[src/rtl/data_mem_arbiter.sv]
// Arbitrates the single-port data memory between the CPU memory stage and an
// external loader/debug port, and steers registered read data back to the issuer.
module data_mem_arbiter #(
    parameter int DW         = 16,
    parameter int AW         = 16,
    parameter int DEPTH      = 100,
    parameter int STARVE_MAX = 4,
    parameter int SW         = $clog2(STARVE_MAX + 1)
) (
    input  logic          clk,
    input  logic          rst_n,
    input  logic          cpu_req,
    input  logic          cpu_w,
    input  logic [AW-1:0] cpu_addr,
    input  logic [DW-1:0] cpu_wdata,
    output logic          cpu_ready,
    output logic          cpu_rvalid,
    output logic [DW-1:0] cpu_rdata,
    output logic          stall,
    input  logic          ext_req,
    input  logic          ext_w,
    input  logic [AW-1:0] ext_addr,
    input  logic [DW-1:0] ext_wdata,
    output logic          ext_ready,
    output logic          ext_rvalid,
    output logic [DW-1:0] ext_rdata,
    output logic          err,
    output logic          mem_en,
    output logic          mem_w,
    output logic [AW-1:0] mem_addr,
    output logic [DW-1:0] mem_wdata,
    input  logic [DW-1:0] mem_rdata,
    output logic          dbg_resp_state,
    output logic [SW-1:0] dbg_starve_cnt
);

    localparam logic [AW-1:0] DEPTH_A    = AW'(DEPTH);
    localparam logic [SW-1:0] STARVE_TOP = SW'(STARVE_MAX);

    typedef enum logic {IDLE = 1'b0, RESP = 1'b1} resp_state_t;

    resp_state_t   state, state_nxt;
    logic [SW-1:0] starve_cnt;
    logic          ext_win, cpu_win, grant, win_w, in_range, load_acc;
    logic [AW-1:0] win_addr;
    logic [DW-1:0] win_wdata;
    logic          owner_ext, oor_q, err_q;
    logic [DW-1:0] cpu_hold, ext_hold, resp_data;

    // Handshake: a request is accepted on the rising edge where req && ready;
    // until then the requester keeps req high and may change its fields.
    always_comb begin
        ext_win   = rst_n && ext_req && (!cpu_req || starve_cnt == STARVE_TOP);
        cpu_win   = rst_n && cpu_req && !ext_win;
        grant     = ext_win || cpu_win;
        win_w     = 1'b0;
        win_addr  = '0;
        win_wdata = '0;
        if (ext_win) begin
            win_w     = ext_w;
            win_addr  = ext_addr;
            win_wdata = ext_wdata;
        end else if (cpu_win) begin
            win_w     = cpu_w;
            win_addr  = cpu_addr;
            win_wdata = cpu_wdata;
        end
        in_range = win_addr < DEPTH_A;
        load_acc = grant && !win_w;
    end

    assign cpu_ready = cpu_win;
    assign ext_ready = ext_win;
    assign stall     = rst_n && cpu_req && !cpu_win;
    assign mem_en    = grant && in_range;
    assign mem_w     = win_w;
    assign mem_addr  = win_addr;
    assign mem_wdata = win_wdata;

    // Counts consecutive cycles the external port was kept waiting.
    always_ff @(posedge clk or negedge rst_n) begin
        if (!rst_n) begin
            starve_cnt <= '0;
        end else if (!ext_req || ext_win) begin
            starve_cnt <= '0;
        end else if (starve_cnt != STARVE_TOP) begin
            starve_cnt <= starve_cnt + SW'(1);
        end
    end

    always_ff @(posedge clk or negedge rst_n) begin
        if (!rst_n) begin
            state     <= IDLE;
            owner_ext <= 1'b0;
            oor_q     <= 1'b0;
            err_q     <= 1'b0;
        end else begin
            state <= state_nxt;
            err_q <= grant && !in_range;
            if (load_acc) begin
                owner_ext <= ext_win;
                oor_q     <= !in_range;
            end
        end
    end

    always_comb begin
        state_nxt = IDLE;
        case (state)
            IDLE:    state_nxt = load_acc ? RESP : IDLE;
            RESP:    state_nxt = load_acc ? RESP : IDLE;
            default: state_nxt = IDLE;
        endcase
    end

    always_comb begin
        cpu_rvalid = 1'b0;
        ext_rvalid = 1'b0;
        resp_data  = oor_q ? '0 : mem_rdata;
        if (state == RESP) begin
            if (owner_ext) ext_rvalid = 1'b1;
            else           cpu_rvalid = 1'b1;
        end
        cpu_rdata = cpu_rvalid ? resp_data : cpu_hold;
        ext_rdata = ext_rvalid ? resp_data : ext_hold;
    end

    // Each port keeps showing its last returned word between responses.
    always_ff @(posedge clk or negedge rst_n) begin
        if (!rst_n) begin
            cpu_hold <= '0;
            ext_hold <= '0;
        end else begin
            if (cpu_rvalid) cpu_hold <= resp_data;
            if (ext_rvalid) ext_hold <= resp_data;
        end
    end

    assign err            = err_q;
    assign dbg_resp_state = (state == RESP);
    assign dbg_starve_cnt = starve_cnt;

endmodule

[config.mk]
export PLATFORM = sky130hd
export DESIGN_NAME = data_mem_arbiter
export DESIGN_NICKNAME = d
export VERILOG_FILES = /design/src/rtl/data_mem_arbiter.sv
export SDC_FILE = /design/constraint.sdc
export NUM_CORES = 1
export LEC_CHECK = 0
export CORE_MARGIN = 1
export CORE_UTILIZATION = 36
export DETAILED_ROUTE_END_ITERATION = 8
export GPL_ROUTABILITY_DRIVEN = 0
export PLACE_DENSITY = 0.87
export SLEW_MARGIN = 20
export SYNTH_ARGS = -nofsm -noshare
export SYNTH_HDL_FRONTEND = slang
export SYNTH_SLANG_ARGS = --single-unit
[constraint.sdc]
create_clock -name clk -period 3 [get_ports clk]
set_input_delay 0.45 -clock clk [delete_from_list [all_inputs] [get_ports clk]]
set_output_delay 0.45 -clock clk [all_outputs]
set_load 0.005 [all_outputs]
==> summary.txt, run 1 <==
post-DR vias/cell - 5.11
Worst slew margin - 65.3%
setup TNS - 0 ns
CTS root buffer - clkbuf_8
Synth top area share - 47.9%
period utilization - 94.7%
worst r2r path cells - 6
Post-synth ARST share - 100%
Core Rows - 27
DRC viols - 0
Synth Warn # - 0
Area Overhead vs Synth - 87.3%
Synth Area in Compound Gates - 25.6%
Die Wd - 77.2 um
cell taking the most area after synthesis - dfrtp_1
Leak - 1.60 nW
per-cell routed wire length - 15.5 um
Arr. time, crit path - 2.39 ns
Overall Power - 1.94 mW
Seq cells post-synth - 39
Antenna Violating Nets Remaining - 0
vias in the first global route - 2330
clk_skew - 0.00534 ns
syn_nets - 306
total iterations of the first detailed-routing run - 4
status - finished, final reports clean
final hold violations - 0
Hold Crit Class - in -> async
CP Class - in -> out
diode count - 0
Initial Util - 37.2%
critical path launch point - cpu_req
clk slew on worst S/H paths - 0.07 ns
DRT iter0 DRCs - 77
Synth cell types - 27
Post-Synth Adder-Cell Area - 1.23%
RR Startpoint - dbg_starve_cnt[0]
max-cap viol count - 0
placed cell areas - 0.00372 mm^2
minimum clock period - 2.84 ns
Slew Viols, Final - 0
final wirelength - 7.02 mm
sequential fraction of the synthesis area - 47.9%
final setup vio count - 0
design area - 0.00381 mm^2
grt ovf - 0
synthesized cell area - 0.00204 mm^2
H-tree depth - 2
xor/xnor cell area share of the yosys netlist - 0.430%
first-pass GRT wire length - 11.0 mm
clk sinks - 39
CTS tree - built
post-synthesis cell count - 218
CTS Buffer Depth - 2
Worst Path Max Fanout - 5
postcts setup bufs - 0
synth top area cells - dfrtp_1, a22o_1, o21ai_0, nand2_1, nand2b_1
total CTS buffers - 5
synthesized area per cell - 9.34 um^2
Synth Area in Simple Gates - 19.5%
GRT Util Overall - 23.7%
Power Density - 510 mW/mm^2
largest net degree at the start of global routing - 43
hold_buf cts - 0
r2r endpoint - owner_ext
Die ar. - 0.00596 mm^2
RSZ-0062 raised after global routing - false
largest family of logic cells by synthesized area - compound AO/OA/AOI/OAI gates
Commonest cells post-synth - nand2_1, dfrtp_1, a22o_1, o21ai_0, nand2b_1
die height - 77.2 um
worst vdd ir - 0.314 mV
Worst Setup Start Kind - input port
Crit. End Element - output pin
Hold WS - 0.269 ns
CP required - 2.55 ns
Critical Path Sink - mem_en
number of enable flip-flop cells after synthesis - 0
count leader, synth - nand2_1
DP Wirelength - 5.58 mm
fmax - 352 MHz
initial antenna violation count - 0
IO Count - 162
prevailing post-synth register cell - dfrtp_1
via count - 2322
Slew @ Worst Pin - 0.521 ns
proportion of synthesized area in mux cells - 0.738%
layout cell share with drive strength beyond 1 - 6.02%
I/O Buffers - 161
Core Region - 0.00547 mm^2
nets - 469
Worst-Skew Late Latency - 0.29 ns
r2r setup slk - 1.22 ns
layout make-up:
class | instances | area, um^2
Tap cell | 72 | 90.1
Sequential cell | 39 | 976
Fill cell | 423 | 1660
Timing Repair Buffer | 169 | 1670
Inverter | 5 | 18.8
Clock inverter | 1 | 5.00
Multi-Input combinational cell | 161 | 976
Clock buffer | 7 | 76.3
critical path: stages:
cell and delay (ns):
clkdlybuf4s50_1 0.56, a21boi_4 0.27, nor3_1 0.08, o22ai_1 0.26, o2111a_1 0.23, clkdlybuf4s50_1 0.53
per-stage QoR:
| stage | std cells | utilization [%] | worst slack, ns |
|---|---|---|---|
| 2_1_floorplan | 218 | - | 1.07 |
| 3_3_place_gp | 446 | 67.9 | 0.209 |
| 3_5_place_dp | 446 | 67.9 | 0.163 |
| 4_1_cts | 454 | 69.4 | 0.0925 |
| 5_1_grt | 454 | 69.7 | 0.0167 |
| 6_report | 454 | 69.7 | 0.158 |
where the power goes:
part	switching, mW	internal [mW]	leakage [nW]
Clock	0.165	0.163	0.0422
Combinational	0.320	0.538	1.07
Sequential	0.0632	0.694	0.490
kinds of logic after synthesis:
group,Yosys count
and+or+nand+nor,83
AOI/OAI and AO/OA,74
DFF,39
buffers and inverters,18
adders and majority gates,2
xor gates and xnor gates,1
muxes,1
cell usage in the layout (no fill, tap or decap), types with 2 or more instances in the layout:
cell / instances
nor3_1: 9
buf_4: 7
nand3_1: 3
nor2_1: 5
nor2_2: 2
nor4_1: 2
a22o_1: 33
o21ai_0: 33
a21oi_1: 2
clkbuf_1: 2
dfrtp_1: 39
nand2_1: 41
inv_1: 5
nand2b_1: 18
clkdlybuf4s50_1: 160
clkbuf_8: 5
state kept, by name (all words and copies together), names as in the netlist:
register / cells
cpu_hold: 16
ext_hold: 16
dbg_starve_cnt: 3
dbg_resp_state: 1
err: 1
oor_q: 1
owner_ext: 1
worst min-delay path by stage:
stage	from	endpoint	cells past startpoint
finish	rst_n	dbg_starve_cnt[2]	2
global route	rst_n	ext_hold[12]	2
CTS	rst_n	ext_hold[11]	2
detailed placement	cpu_hold[1]	cpu_hold[1]	2
global placement	cpu_hold[13]	cpu_hold[13]	2
floorplan	rst_n	cpu_hold[0]	0
per-layer routing:
metal / GRT usage, % / routed length (um)
met5: 0 / 0
met1: 25.1 / 2600
met2: 42.4 / 3530
met3: 6.79 / 644
met4: 12.5 / 237
repair_timing:
item                                    4_1_cts  5_1_grt
endpoints found under the setup margin        0       20
gates resized for setup                       0        3
endpoints found under the hold margin         0        0
Note: power is estimated with default switching activity, not from simulation.
==> run 2: changes to the inputs <==
--- a/config.mk
+++ b/config.mk
@@ -5,11 +5,12 @@
 export SDC_FILE = /design/constraint.sdc
 export NUM_CORES = 1
 export LEC_CHECK = 0
+export CORE_ASPECT_RATIO = 1.1
 export CORE_MARGIN = 1
-export CORE_UTILIZATION = 36
+export CORE_UTILIZATION = 33
 export DETAILED_ROUTE_END_ITERATION = 8
 export GPL_ROUTABILITY_DRIVEN = 0
-export PLACE_DENSITY = 0.87
+export PLACE_DENSITY = 0.81
 export SLEW_MARGIN = 20
 export SYNTH_ARGS = -nofsm -noshare
 export SYNTH_HDL_FRONTEND = slang
==> constraint.sdc (replaced) <==
create_clock -name clk -period 3.1 [get_ports clk]
set_input_delay 0.465 -clock clk [delete_from_list [all_inputs] [get_ports clk]]
set_output_delay 0.465 -clock clk [all_outputs]
set_load 0.005 [all_outputs]
==> run 2 against run 1 <==
Net effect:
- clock power shrank 4%
- critical path depth did not move
- global-route usage shrank 0.78 points
- utilization fell by 4.5 points
- via count down 0.17%
- cell area is 0.20% lower
- critical path type unchanged
==> summary.txt, run 2 (synthesis gave the netlist of run 1 again) <==
grt ovf - 0 (unchanged)
fmax - 348 MHz
Comb pwr share - 44.3% (about the same)
Reg area - 976 um^2 (unchanged)
Sequential Power Share - 38.9% (about the same)
layout cell share with drive strength beyond 1 - 5.76% (-0.26 points)
RR Startpoint - dbg_starve_cnt[1]
P_int - 1.35 mW (-3.4%)
Initial Util - 34.8% (-2.4 points)
switching power - 535 uW (-2.5%)
Hold WS - 0.328 ns (+0.0591 ns)
CP required - 2.63 ns (+0.08 ns)
die height - 84.4 um (+9.3%)
met2 usage - 40.5% (-1.9 points)
met3 Resource Use GR - 5.43% (-1.4 points)
clock power share - 16.8% (about the same)
Core Region - 0.00584 mm^2 (+6.7%)
via count - 2318 (-0.17%)
first-pass GRT wire length - 11.5 mm (+4.1%)
setup TNS - 0 ns (unchanged)
CTS root buffer - clkbuf_8
Worst-Skew Late Latency - 0.28 ns (about the same)
CP Class - in -> out
per-cell routed wire length - 15.7 um (+1.5%)
met1 Usage GRT - 27.0% (+1.9 points)
CTS tree - built
Worst slew margin - 66.6% (+1.3 points)
GR peak layer - met2
Core Rows - 29 (+7.4%)
IO Count - 162 (unchanged)
RSZ-0062 raised after global routing - false
H-tree depth - 2 (unchanged)
DRT iter0 DRCs - 80 (+3.9%)
hold_buf cts - 0 (unchanged)
Worst Setup Start Kind - input port
diode count - 0 (unchanged)
total iterations of the first detailed-routing run - 4 (unchanged)
Arr. time, crit path - 2.40 ns (about the same)
minimum clock period - 2.87 ns
Switching Share - 28.4% (+0.19 points)
Slew @ Worst Pin - 0.501 ns (-0.0198 ns)
Worst Path Max Fanout - 5 (unchanged)
Hold Crit Class - in -> async
final hold violations - 0 (unchanged)
period utilization - 92.6%
final core occ - 65.1% (-4.5 points)
Slew Viols, Final - 0 (unchanged)
vias in the first global route - 2308 (-0.94%)
DP Wirelength - 5.81 mm (+4.3%)
Antenna Violating Nets Remaining - 0 (unchanged)
area occupied by multi-input gates - 966 um^2 (-1.0%)
Post-CTS Resized - 0 (unchanged)
final setup vio count - 0 (unchanged)
status - finished, final reports clean
DRC viols - 0 (unchanged)
worst r2r path cells - 6 (unchanged)
final wirelength - 7.20 mm (+2.6%)
fill count - 494 (+17%)
post-DR vias/cell - 5.05 (-1.3%)
Leak - 1.60 nW (-0.31%)
total CTS buffers - 5 (unchanged)
nets - 469 (unchanged)
Area Overhead vs Synth - 86.9%
most common cell after layout, fill and taps aside - clkdlybuf4s50_1
largest net degree at the start of global routing - 42 (-2.3%)
GRT Util Overall - 23.0% (-0.78 points)
Overall Power - 1.88 mW (-3.1%)
worst vdd ir - 0.255 mV (-19%)
clk slew on worst S/H paths - 0.07 ns (about the same)
clk_skew - 0.00557 ns (+0.000232 ns)
Die ar. - 0.00649 mm^2 (+8.9%)
initial antenna violation count - 0 (unchanged)
I/O Buffers - 161 (unchanged)
clk sinks - 39 (unchanged)
Crit. End Element - output pin
Die Wd - 76.9 um (-0.40%)
max-cap viol count - 0 (unchanged)
CTS Buffer Depth - 2 (unchanged)
Power Density - 495 mW/mm^2 (-2.9%)
critical path launch point - cpu_req
postcts setup bufs - 0 (unchanged)
commonest cells after routing, fill and taps aside - clkdlybuf4s50_1, nand2_1, dfrtp_1
==> run 2: cell types whose count changed in the layout (fill, tap and decap cells not counted) <==
cell      previous run  this run
a21boi_2             0         1
a21boi_4             1         0
buf_4                7         8
buf_6                1         0
ha_1                 1         2
ha_2                 1         0
==> run 2: stage by stage <==
step	instance area, um^2	std cells	setup slack [ns]
after global placement	3720	451	0.281
final	3800	459	0.230
after global routing	3800	459	0.0810
after CTS	3800	459	0.206
after floorplan	2040	218	1.15
after detailed placement	3720	451	0.218
==> run 2: power by group through the flow <==
stage / registers [mW] / clock network [mW] / logic (mW)
finish: 0.733 / 0.315 / 0.835
global route: 0.751 / 0.356 / 0.919
CTS: 0.734 / 0.330 / 0.845
detailed placement: 0.744 / 0 / 0.838
global placement: 0.732 / 0 / 0.823
floorplan: 0.718 / 0 / 0.277
==> run 2: final timing paths <==
check	endpoint	slack, ns
worst max-delay path	mem_en	0.23
worst min-delay path	oor_q	0.33
worst max register to register	owner_ext	1.28
worst min register to register	ext_hold[7]	0.50
max in group asynchronous	ext_hold[3]	2.42
min in group clk	ext_hold[7]	0.50
==> run 2: cell type report <==
| class | instances | share of cell area [%] |
|---|---|---|
| clock inverters | 1 | 0.132 |
| repair buffers | 169 | 43.8 |
| inverters | 5 | 0.493 |
| multi-input cells | 161 | 25.4 |
| flip-flops and latches | 39 | 25.6 |
| clock buffers | 7 | 2.01 |
| well taps | 77 | 2.53 |
==> run 2: per-layer routing <==
layer | routed length, um | up-vias
met5 | 0 | -
met4 | 181 | 0
met3 | 469 | 16
met2 | 3720 | 113
met1 | 2820 | 1087
li1 | - | 1102
==> run 2: critical path: stages <==
cell	delay, ns
clkdlybuf4s50_1	0.55
a21boi_2	0.29
nor3_1	0.09
o22ai_1	0.26
o2111a_1	0.24
clkdlybuf4s50_1	0.50
